### src/rtl/mips_cpu_bus_pkg.sv
// rtl/mips_cpu_bus_pkg.sv - shared types and helpers for the CPU bus initiator
package mips_cpu_bus_pkg;

    localparam int MAX_READ_LATENCY = 3;

    typedef enum logic [1:0] {
        SZ_BYTE = 2'd0,
        SZ_HALF = 2'd1,
        SZ_WORD = 2'd2
    } size_t;

    typedef enum logic [2:0] {
        IDLE = 3'd0,
        BUS  = 3'd1,
        LAT  = 3'd2,
        RESP = 3'd3,
        ERR  = 3'd4
    } init_state_t;

    // The core encodes 2'b11 as a word access as well.
    function automatic size_t decode_size(input logic [1:0] raw);
        case (raw)
            2'd0:    decode_size = SZ_BYTE;
            2'd1:    decode_size = SZ_HALF;
            default: decode_size = SZ_WORD;
        endcase
    endfunction

    function automatic logic [3:0] be_gen(input size_t size, input logic [1:0] offset);
        case (size)
            SZ_BYTE: be_gen = 4'b0001 << offset;
            SZ_HALF: be_gen = offset[1] ? 4'b1100 : 4'b0011;
            default: be_gen = 4'b1111;
        endcase
    endfunction

    function automatic logic is_misaligned(input size_t size, input logic [1:0] offset);
        case (size)
            SZ_BYTE: is_misaligned = 1'b0;
            SZ_HALF: is_misaligned = offset[0];
            default: is_misaligned = |offset;
        endcase
    endfunction

endpackage

### src/rtl/mips_cpu_bus_lane_align.sv
// rtl/mips_cpu_bus_lane_align.sv - byte-lane steering for stores and extension for loads
module mips_cpu_bus_lane_align
    import mips_cpu_bus_pkg::*;
(
    input  size_t       size,
    input  logic [1:0]  offset,
    input  logic        is_signed,
    input  logic [31:0] wdata,
    input  logic [31:0] rdata,
    output logic [3:0]  byteenable,
    output logic [31:0] wdata_lanes,
    output logic [31:0] rdata_ext
);

    logic [7:0]  rd_byte;
    logic [15:0] rd_half;

    always_comb begin
        byteenable  = be_gen(size, offset);
        rd_byte     = rdata[{offset, 3'b000} +: 8];
        rd_half     = offset[1] ? rdata[31:16] : rdata[15:0];
        wdata_lanes = wdata;
        rdata_ext   = rdata;
        case (size)
            SZ_BYTE: begin
                wdata_lanes = {4{wdata[7:0]}};
                rdata_ext   = {{24{is_signed & rd_byte[7]}}, rd_byte};
            end
            SZ_HALF: begin
                wdata_lanes = {2{wdata[15:0]}};
                rdata_ext   = {{16{is_signed & rd_half[15]}}, rd_half};
            end
            default: begin
                wdata_lanes = wdata;
                rdata_ext   = rdata;
            end
        endcase
    end

endmodule

### src/rtl/mips_cpu_bus_initiator.sv
// rtl/mips_cpu_bus_initiator.sv - single-outstanding Avalon-MM style initiator for the CPU core
module mips_cpu_bus_initiator #(
    parameter int ADDR_W       = 32,
    parameter int READ_LATENCY = 1
) (
    input  logic              clk,
    input  logic              reset_n,
    input  logic              req_valid,
    output logic              req_ready,
    input  logic              req_write,
    input  logic [1:0]        req_size,
    input  logic              req_signed,
    input  logic [31:0]       req_addr,
    input  logic [31:0]       req_wdata,
    output logic              resp_valid,
    output logic [31:0]       resp_rdata,
    output logic              resp_err,
    output logic [ADDR_W-1:0] address,
    output logic              read,
    output logic              write,
    output logic [3:0]        byteenable,
    output logic [31:0]       writedata,
    input  logic              waitrequest,
    input  logic [31:0]       readdata
);
    import mips_cpu_bus_pkg::*;

    localparam int LCW = $clog2(MAX_READ_LATENCY + 1);
    localparam logic [LCW-1:0] LAT_INIT = LCW'(READ_LATENCY > 0 ? READ_LATENCY - 1 : 0);

    init_state_t    state;
    size_t          size_q;
    logic [1:0]     off_q;
    logic           sgn_q;
    logic [LCW-1:0] lat_cnt;

    size_t       cur_size;
    logic [1:0]  cur_off;
    logic        req_mis;
    logic [3:0]  la_be;
    logic [31:0] la_wdata;
    logic [31:0] la_rdata;

    assign req_ready = (state == IDLE);

    // One lane aligner serves both directions: live request fields while idle
    // (store steering), captured fields once a load is in flight (extraction).
    assign cur_size = (state == IDLE) ? decode_size(req_size) : size_q;
    assign cur_off  = (state == IDLE) ? req_addr[1:0] : off_q;
    assign req_mis  = is_misaligned(decode_size(req_size), req_addr[1:0]);

    mips_cpu_bus_lane_align u_lane_align (
        .size        (cur_size),
        .offset      (cur_off),
        .is_signed   (sgn_q),
        .wdata       (req_wdata),
        .rdata       (readdata),
        .byteenable  (la_be),
        .wdata_lanes (la_wdata),
        .rdata_ext   (la_rdata)
    );

    always_ff @(posedge clk or negedge reset_n) begin
        if (!reset_n) begin
            state      <= IDLE;
            size_q     <= SZ_BYTE;
            off_q      <= 2'd0;
            sgn_q      <= 1'b0;
            lat_cnt    <= '0;
            address    <= '0;
            read       <= 1'b0;
            write      <= 1'b0;
            byteenable <= 4'd0;
            writedata  <= 32'd0;
            resp_valid <= 1'b0;
            resp_rdata <= 32'd0;
            resp_err   <= 1'b0;
        end else begin
            resp_valid <= 1'b0;
            resp_err   <= 1'b0;
            case (state)
                IDLE: begin
                    if (req_valid) begin
                        size_q <= decode_size(req_size);
                        off_q  <= req_addr[1:0];
                        sgn_q  <= req_signed;
                        if (req_mis) begin
                            state      <= ERR;
                            resp_valid <= 1'b1;
                            resp_err   <= 1'b1;
                            resp_rdata <= 32'd0;
                        end else begin
                            state      <= BUS;
                            address    <= {req_addr[ADDR_W-1:2], 2'b00};
                            read       <= !req_write;
                            write      <= req_write;
                            byteenable <= la_be;
                            writedata  <= la_wdata;
                        end
                    end
                end
                BUS: begin
                    if (!waitrequest) begin
                        read  <= 1'b0;
                        write <= 1'b0;
                        if (write) begin
                            state      <= RESP;
                            resp_valid <= 1'b1;
                            resp_rdata <= 32'd0;
                        end else if (READ_LATENCY == 0) begin
                            state      <= RESP;
                            resp_valid <= 1'b1;
                            resp_rdata <= la_rdata;
                        end else begin
                            state   <= LAT;
                            lat_cnt <= LAT_INIT;
                        end
                    end
                end
                LAT: begin
                    if (lat_cnt == '0) begin
                        state      <= RESP;
                        resp_valid <= 1'b1;
                        resp_rdata <= la_rdata;
                    end else begin
                        lat_cnt <= lat_cnt - 1'b1;
                    end
                end
                RESP:    state <= IDLE;
                ERR:     state <= IDLE;
                default: state <= IDLE;
            endcase
        end
    end

endmodule

### config.mk
export PLATFORM = sky130hd
export DESIGN_NAME = mips_cpu_bus_initiator
export DESIGN_NICKNAME = d
export VERILOG_FILES = /design/src/rtl/mips_cpu_bus_pkg.sv /design/src/rtl/mips_cpu_bus_lane_align.sv /design/src/rtl/mips_cpu_bus_initiator.sv
export SDC_FILE = /design/constraint.sdc
export NUM_CORES = 1
export LEC_CHECK = 0
export ABC_AREA = 1
export CAP_MARGIN = 20
export CELL_PAD_IN_SITES_DETAIL_PLACEMENT = 1
export CELL_PAD_IN_SITES_GLOBAL_PLACEMENT = 1
export CORE_MARGIN = 5
export CORE_UTILIZATION = 34
export CTS_CLUSTER_DIAMETER = 120
export DETAILED_ROUTE_END_ITERATION = 12
export PLACE_DENSITY = 0.94
export SLEW_MARGIN = 20
export SYNTH_ARGS = -nofsm -noshare
export SYNTH_HDL_FRONTEND = slang
export SYNTH_SLANG_ARGS = --single-unit
### constraint.sdc
create_clock -name clk -period 3.1 [get_ports clk]
set_input_delay 0.465 -clock clk [delete_from_list [all_inputs] [get_ports clk]]
set_output_delay 0.465 -clock clk [all_outputs]
set_load 0.01 [all_outputs]
**Yosys cells after proc, flatten, opt, wreduce, memory -nomap -nowiden**

Cells that the tools add are included.

- Flip-flop bits (word level): 112
- Bits of input ports: 104

- Add/subtract/negate cells: 1
- Eq/ne operators: 13
- Shifts and indexed selects: 2
- Mux-type cells: 39
- Bitwise operators: 3
- Reduce and logical (&&, ||, !) cells: 16

Operator list:

| operator | count |
|---|---|
| 2-to-1 mux 32 bit | 5 |
| one-hot mux 32 bit (2 select lines) | 2 |
| one-hot mux 32 bit (3 select lines) | 1 |
| variable part select 32 x 6 -> 8 bit | 1 |
| 2-to-1 mux 16 bit | 1 |
| inequality test 2 bit, second input constant | 7 |
| 2-to-1 mux 1 bit | 12 |
| 2-to-1 mux 3 bit | 4 |
| 2-to-1 mux 2 bit | 5 |
| one-hot mux 3 bit (3 select lines) | 1 |
| zero test 2 bit | 4 |
| one-hot mux 2 bit (2 select lines) | 2 |
| one-hot mux 4 bit (2 select lines) | 1 |
| AND reduction 4 bit | 2 |
| equality test 2 x 1 -> 1 bit, second input constant | 3 |
| one-hot mux 1 bit (2 select lines) | 3 |
| AND reduction 3 bit | 2 |
| AND reduction 6 bit | 1 |
| 2-to-1 mux 4 bit | 1 |
| nonzero test 2 bit | 2 |
| << shifter 1 x 2 -> 4 bit, first input constant | 1 |
| equality test 3 x 1 -> 1 bit, second input constant | 1 |
| equality test 3 x 2 -> 1 bit, second input constant | 1 |
| zero test 3 bit | 1 |
| other kinds (9) | 10 |

**Longest topological paths before layout**

- Word-level depth: 7
- Depth in mapped cells: 13
- Mapped depth without buffers: 12

**Hierarchy**

A second synthesis with hierarchy kept.

- Cell total of the unflattened synthesis: 828
- Area total of the unflattened synthesis: 6015.8 µm²

By module, submodules not included:

| module | times used | cells an instance | area each (µm²) | sequential area each (µm²) |
|---|---|---|---|---|
| mips_cpu_bus_initiator | 1 | 596 | 4868.4 | 2802.7 |
| mips_cpu_bus_lane_align | 1 | 232 | 1147.4 | 0.0 |

**Worst setup path before layout**

No wires, ideal clock.

- Path type: flip-flop to flip-flop
- Start point: register state[0]
- End point: register resp_rdata[30]
- Setup time: 0.117 ns
- Arrival: 1.646 ns
- Data required time: 2.983 ns
- Slack: 1.338 ns
- Cell stages (with the launch flop): 10
- Path through: dfrtp_1 nor2_4 nand2_2 buf_6 o21ai_4 inv_2 clkbuf_1 or2_0 nand3_2 nand2_1

- Longest elaborated chain between the ends: 7
- Elaborated cells between the ends (all ways): 21

Ends and longest elaborated chain:

| what | RTL line | text |
|---|---|---|
| from (decl) | mips_cpu_bus_initiator.sv:31 | `init_state_t state;` |
| from (signal assigned) | mips_cpu_bus_initiator.sv:65 | `state <= IDLE;` |
| from (signal assigned) | mips_cpu_bus_initiator.sv:88 | `state <= ERR;` |
| from (signal assigned) | mips_cpu_bus_initiator.sv:93 | `state <= BUS;` |
| zero test 3 bit | mips_cpu_bus_initiator.sv:48, mips_cpu_bus_initiator.sv:49, mips_cpu_bus_initiator.sv:81 |  |
| 2-to-1 mux 2 bit | mips_cpu_bus_initiator.sv:49 | `assign cur_off = (state == IDLE) ? req_addr[1:0] : off_q;` |
| variable part select 32 x 6 -> 8 bit / 2-to-1 mux 16 bit (equally long branches) | mips_cpu_bus_lane_align.sv:20, mips_cpu_bus_lane_align.sv:21 |  |
| bitwise AND 1 bit, on equally long branches | mips_cpu_bus_lane_align.sv:27, mips_cpu_bus_lane_align.sv:31 |  |
| one-hot mux 32 bit (2 select lines) | mips_cpu_bus_lane_align.sv:24 | `case (size)` |
| 2-to-1 mux 32 bit | mips_cpu_bus_initiator.sv:121 | `if (lat_cnt == '0) begin` |
| one-hot mux 32 bit (3 select lines) | mips_cpu_bus_initiator.sv:81 | `case (state)` |
| to (signal assigned) | mips_cpu_bus_initiator.sv:113 | `resp_rdata <= la_rdata;` |
| to (signal assigned) | mips_cpu_bus_initiator.sv:124 | `resp_rdata <= la_rdata;` |
| to (decl) | mips_cpu_bus_initiator.sv:16 | `output logic [31:0] resp_rdata,` |

Several ways; a longest one is shown, not always the timed one. The select of a mux whose other input is x is not followed.
A chain may end at the register's enable or synchronous reset.

**Worst setup path in the final report**

- Start point: register state[2]
- End point: register resp_rdata[6]

- Longest elaborated chain between the ends: 6
- Elaborated cells between the ends (all ways): 19

Ends and longest elaborated chain:

| what | RTL line | text |
|---|---|---|
| zero test 3 bit | mips_cpu_bus_initiator.sv:48, mips_cpu_bus_initiator.sv:49, mips_cpu_bus_initiator.sv:81 |  |
| 2-to-1 mux 2 bit, on equally long branches | mips_cpu_bus_initiator.sv:49, mips_cpu_bus_initiator.sv:48 |  |
| variable part select 32 x 6 -> 8 bit, or another cell as far along | mips_cpu_bus_lane_align.sv:20 | `rd_byte = rdata[{offset, 3'b000} +: 8];` |
| one-hot mux 32 bit (2 select lines) | mips_cpu_bus_lane_align.sv:24 |  |
| 2-to-1 mux 32 bit | mips_cpu_bus_initiator.sv:121 |  |
| one-hot mux 32 bit (3 select lines) | mips_cpu_bus_initiator.sv:81 |  |

Several ways; a longest one is shown, not always the timed one. The select of a mux whose other input is x is not followed.

==> results.sh <==
export IMPL_power_leakage_uw=0.003948
export IMPL_cp_end_kind="flip-flop"
export IMPL_globalRouteMet1Util_pct=27.35
export IMPL_core_um2=15890
export IMPL_grt_max_degree=75
export IMPL_fillers=1933
export IMPL_grtUsageMet2_pct=38.02
export IMPL_die_area_um2=18900
export IMPL_drtIter0Drc=343
export IMPL_use_met3_pct=4.638
export IMPL_critPathMaxStageDelay_ns=0.47
export IMPL_wl_per_cell_um=18.30
export IMPL_numPortBuffers=206
export IMPL_status="finished clean"
export IMPL_hpwl_um=15900
export IMPL_num_antenna_cells=0
export IMPL_cts_max_path_buffers=2
export IMPL_synth_most_common_cell="nand2_1"
export IMPL_cp_slowest_cell="o21ai_1"
export IMPL_area_growth_pct=46.52
export IMPL_gp_congestion=0.8589
export IMPL_cts_resized_gates=0
export IMPL_whs_ns=0.2339
export IMPL_clock_latency_ns=0.35
export IMPL_cts_tree="yes"
export IMPL_fmax_mhz=406.0
export IMPL_hold_violations=0
export IMPL_busiest_layer="met2"
export IMPL_cts_htree_levels=3
export IMPL_rows=46
export IMPL_antenna_found_initial=0
export IMPL_initial_utilization_pct=34.77
export IMPL_fin_crit_sh_pct=79.45
export IMPL_yosysWarnings=0
export IMPL_drt_wl_total_um=20870
export IMPL_nNetsFinal=1024
export IMPL_crit_path_start_kind="flip-flop"
export IMPL_pwr_density_cell_nw_per_um2=1004
export IMPL_skew_ns=0.007644
export IMPL_yosys_cell_types_count=35
export IMPL_dr_pass1_iters=6
export IMPL_overflow=0
export IMPL_synth_top_area_share_pct=50.74
export IMPL_cts_root_buffer="clkbuf_16"
export IMPL_hold_buffers=0
export IMPL_rsz0062_at_grt="false"
export IMPL_irDropWorstVdd_mv=0.5328
export IMPL_path_common_cell="nand2_1"
export IMPL_synthTopCellsByCount="nand2_1, dfrtp_1, inv_1"
export IMPL_min_period_ns=2.463
export IMPL_maxCapViolations=0
export IMPL_grt_pass1_wl_um=32420
export IMPL_syn_avg_cell_area_um2=7.662
export IMPL_vias_per_cell=4.986
export IMPL_dieHeight_um=137.5
export IMPL_io_pins=209
export IMPL_synth_top_cells_by_area="dfrtp_1, nand2_1, o21ai_0"
export IMPL_worstHoldPathType="input pin to async pin"
export IMPL_crit_type="flip-flop to flip-flop"
export IMPL_yosys_area_top_type="dfrtp_1"
export IMPL_grtUsageTotal_pct=22.06
export IMPL_clk_transition_reported_paths_ns=0.08
export IMPL_ys_flop_type="dfrtp_1"
export IMPL_yosysSeqAreaShare_pct=50.74
export IMPL_tns_ns=0
export IMPL_async_reset_ff_share_pct=100.0
export IMPL_slew_headroom_pct=37.88
export IMPL_path_max_fanout=13
export IMPL_first_global_vias=6034
export IMPL_drive_above_1_share_pct=7.035
export IMPL_tightest_slew_ns=0.9319
export IMPL_synth_seq_cells=112
export IMPL_mappedNetlistArea_um2=5524
export IMPL_cts_buffers=9
export IMPL_synth_cells=721
export IMPL_required_ns=3.35
export IMPL_slew_viol_final=0
export IMPL_cts_sinks=112
export IMPL_cp_arrival_ns=2.71
export IMPL_setup_viol=0
export IMPL_die_w_um=137.5
export IMPL_drc=0
export IMPL_ant_nets=0
export IMPL_synth_edf_count=0
export IMPL_vias=5684
export IMPL_post_cts_setup_buffer_count=0
export IMPL_crit_chain="nor2_4 -> nand2_2 -> o21ai_2 -> inv_2 -> o21ai_1 -> nand2_1 -> nand3b_1 -> nand2_1 -> nand2_1 -> nand2_1"
## sequential cells by signal, indices dropped and copies added (netlist names), 2 cells and up
signal	count
off_q	2
state	3
address	30
lat_cnt	2
resp_rdata	32
byteenable	4
size_q	2
writedata	32
## stage by stage
step	worst slack (ns)	std cells	area [µm²]	total power (µW)	utilization [%]
floorplan	1.338	722	5528	4878	-
global placement	0.5753	1124	7796	6755	49.08
detailed placement	0.4603	1124	7796	6970	49.08
CTS	0.6870	1140	8094	8209	50.95
finish	0.6370	1140	8094	8127	50.95
global route	0.5045	1140	8094	8733	50.95
## final timing paths
path | start | endpoint | slack (ns) | cells past startpoint
max in group asynchronous | reset_n | resp_rdata[12] | 2.02 | 2
min reg2reg | address[29] | address[29] | 0.48 | 2
min | reset_n | writedata[19] | 0.23 | 1
max | state[2] | resp_rdata[6] | 0.64 | 10
max reg2reg | state[2] | resp_rdata[6] | 0.64 | 10
min in group clk | address[29] | address[29] | 0.48 | 2
## worst max-delay path: cells and delay by family, from the launching register on
| kind | cells | cell delay, ns |
|---|---|---|
| AOI/OAI and AO/OA | 2 | 0.93 |
| DFF | 1 | 0.44 |
| and+or+nand+nor | 7 | 0.78 |
| buffers and inverters | 1 | 0.21 |
## placed cells by master (no fill, tap or decap), types with 4 or more instances in the layout
master and count:
o21ai_0 52, dfrtp_1 112, nand3_1 30, inv_1 53, nand3_2 10, clkdlybuf4s50_1 205
inv_2 5, clkinvlp_4 5, nand2_1 323, nor2_1 43, nand4_1 4, o21ai_1 4
clkbuf_16 9, nand2_2 9, a21oi_1 18, buf_4 10
## final cells by class
type	instances	area, µm²	share of cell area, %
multi-input combinational	521	2338	28.89
timing repair buffer	217	2167	26.77
sequential	112	2803	34.63
clock inverter	7	72.57	0.8966
inverter	58	217.7	2.690
tap	216	270.3	3.339
clock buffer	9	225.2	2.783
## power breakdown
group	switching [µW]	total (µW)	internal (µW)	leakage, µW
registers	375	2460	2090	0.00144
logic	2590	4480	1880	0.00238
clock network	561	1190	626	0.000130
## kinds of logic (layout without fill, tap and decap cells)
logic type               Yosys count  in the layout  share of synthesized area, %
AO/OA/AOI/OAI                     83             83                         8.335
adder cells (fa/ha/maj)            1              1                        0.2265
buffers and inverters             89            291                         7.089
flip-flops                       112            112                         50.74
other                              1              2                       0.06789
AND/OR/NAND/NOR                  435            435                         33.54
## layer usage
layer  vias up  part of all wire, %
li1       2647                    -
met1      2768                   40
met2       237                   49
met3        32                  8.5
met4         0                  2.4
met5         -                    0
(Power assumes the default switching activity.)
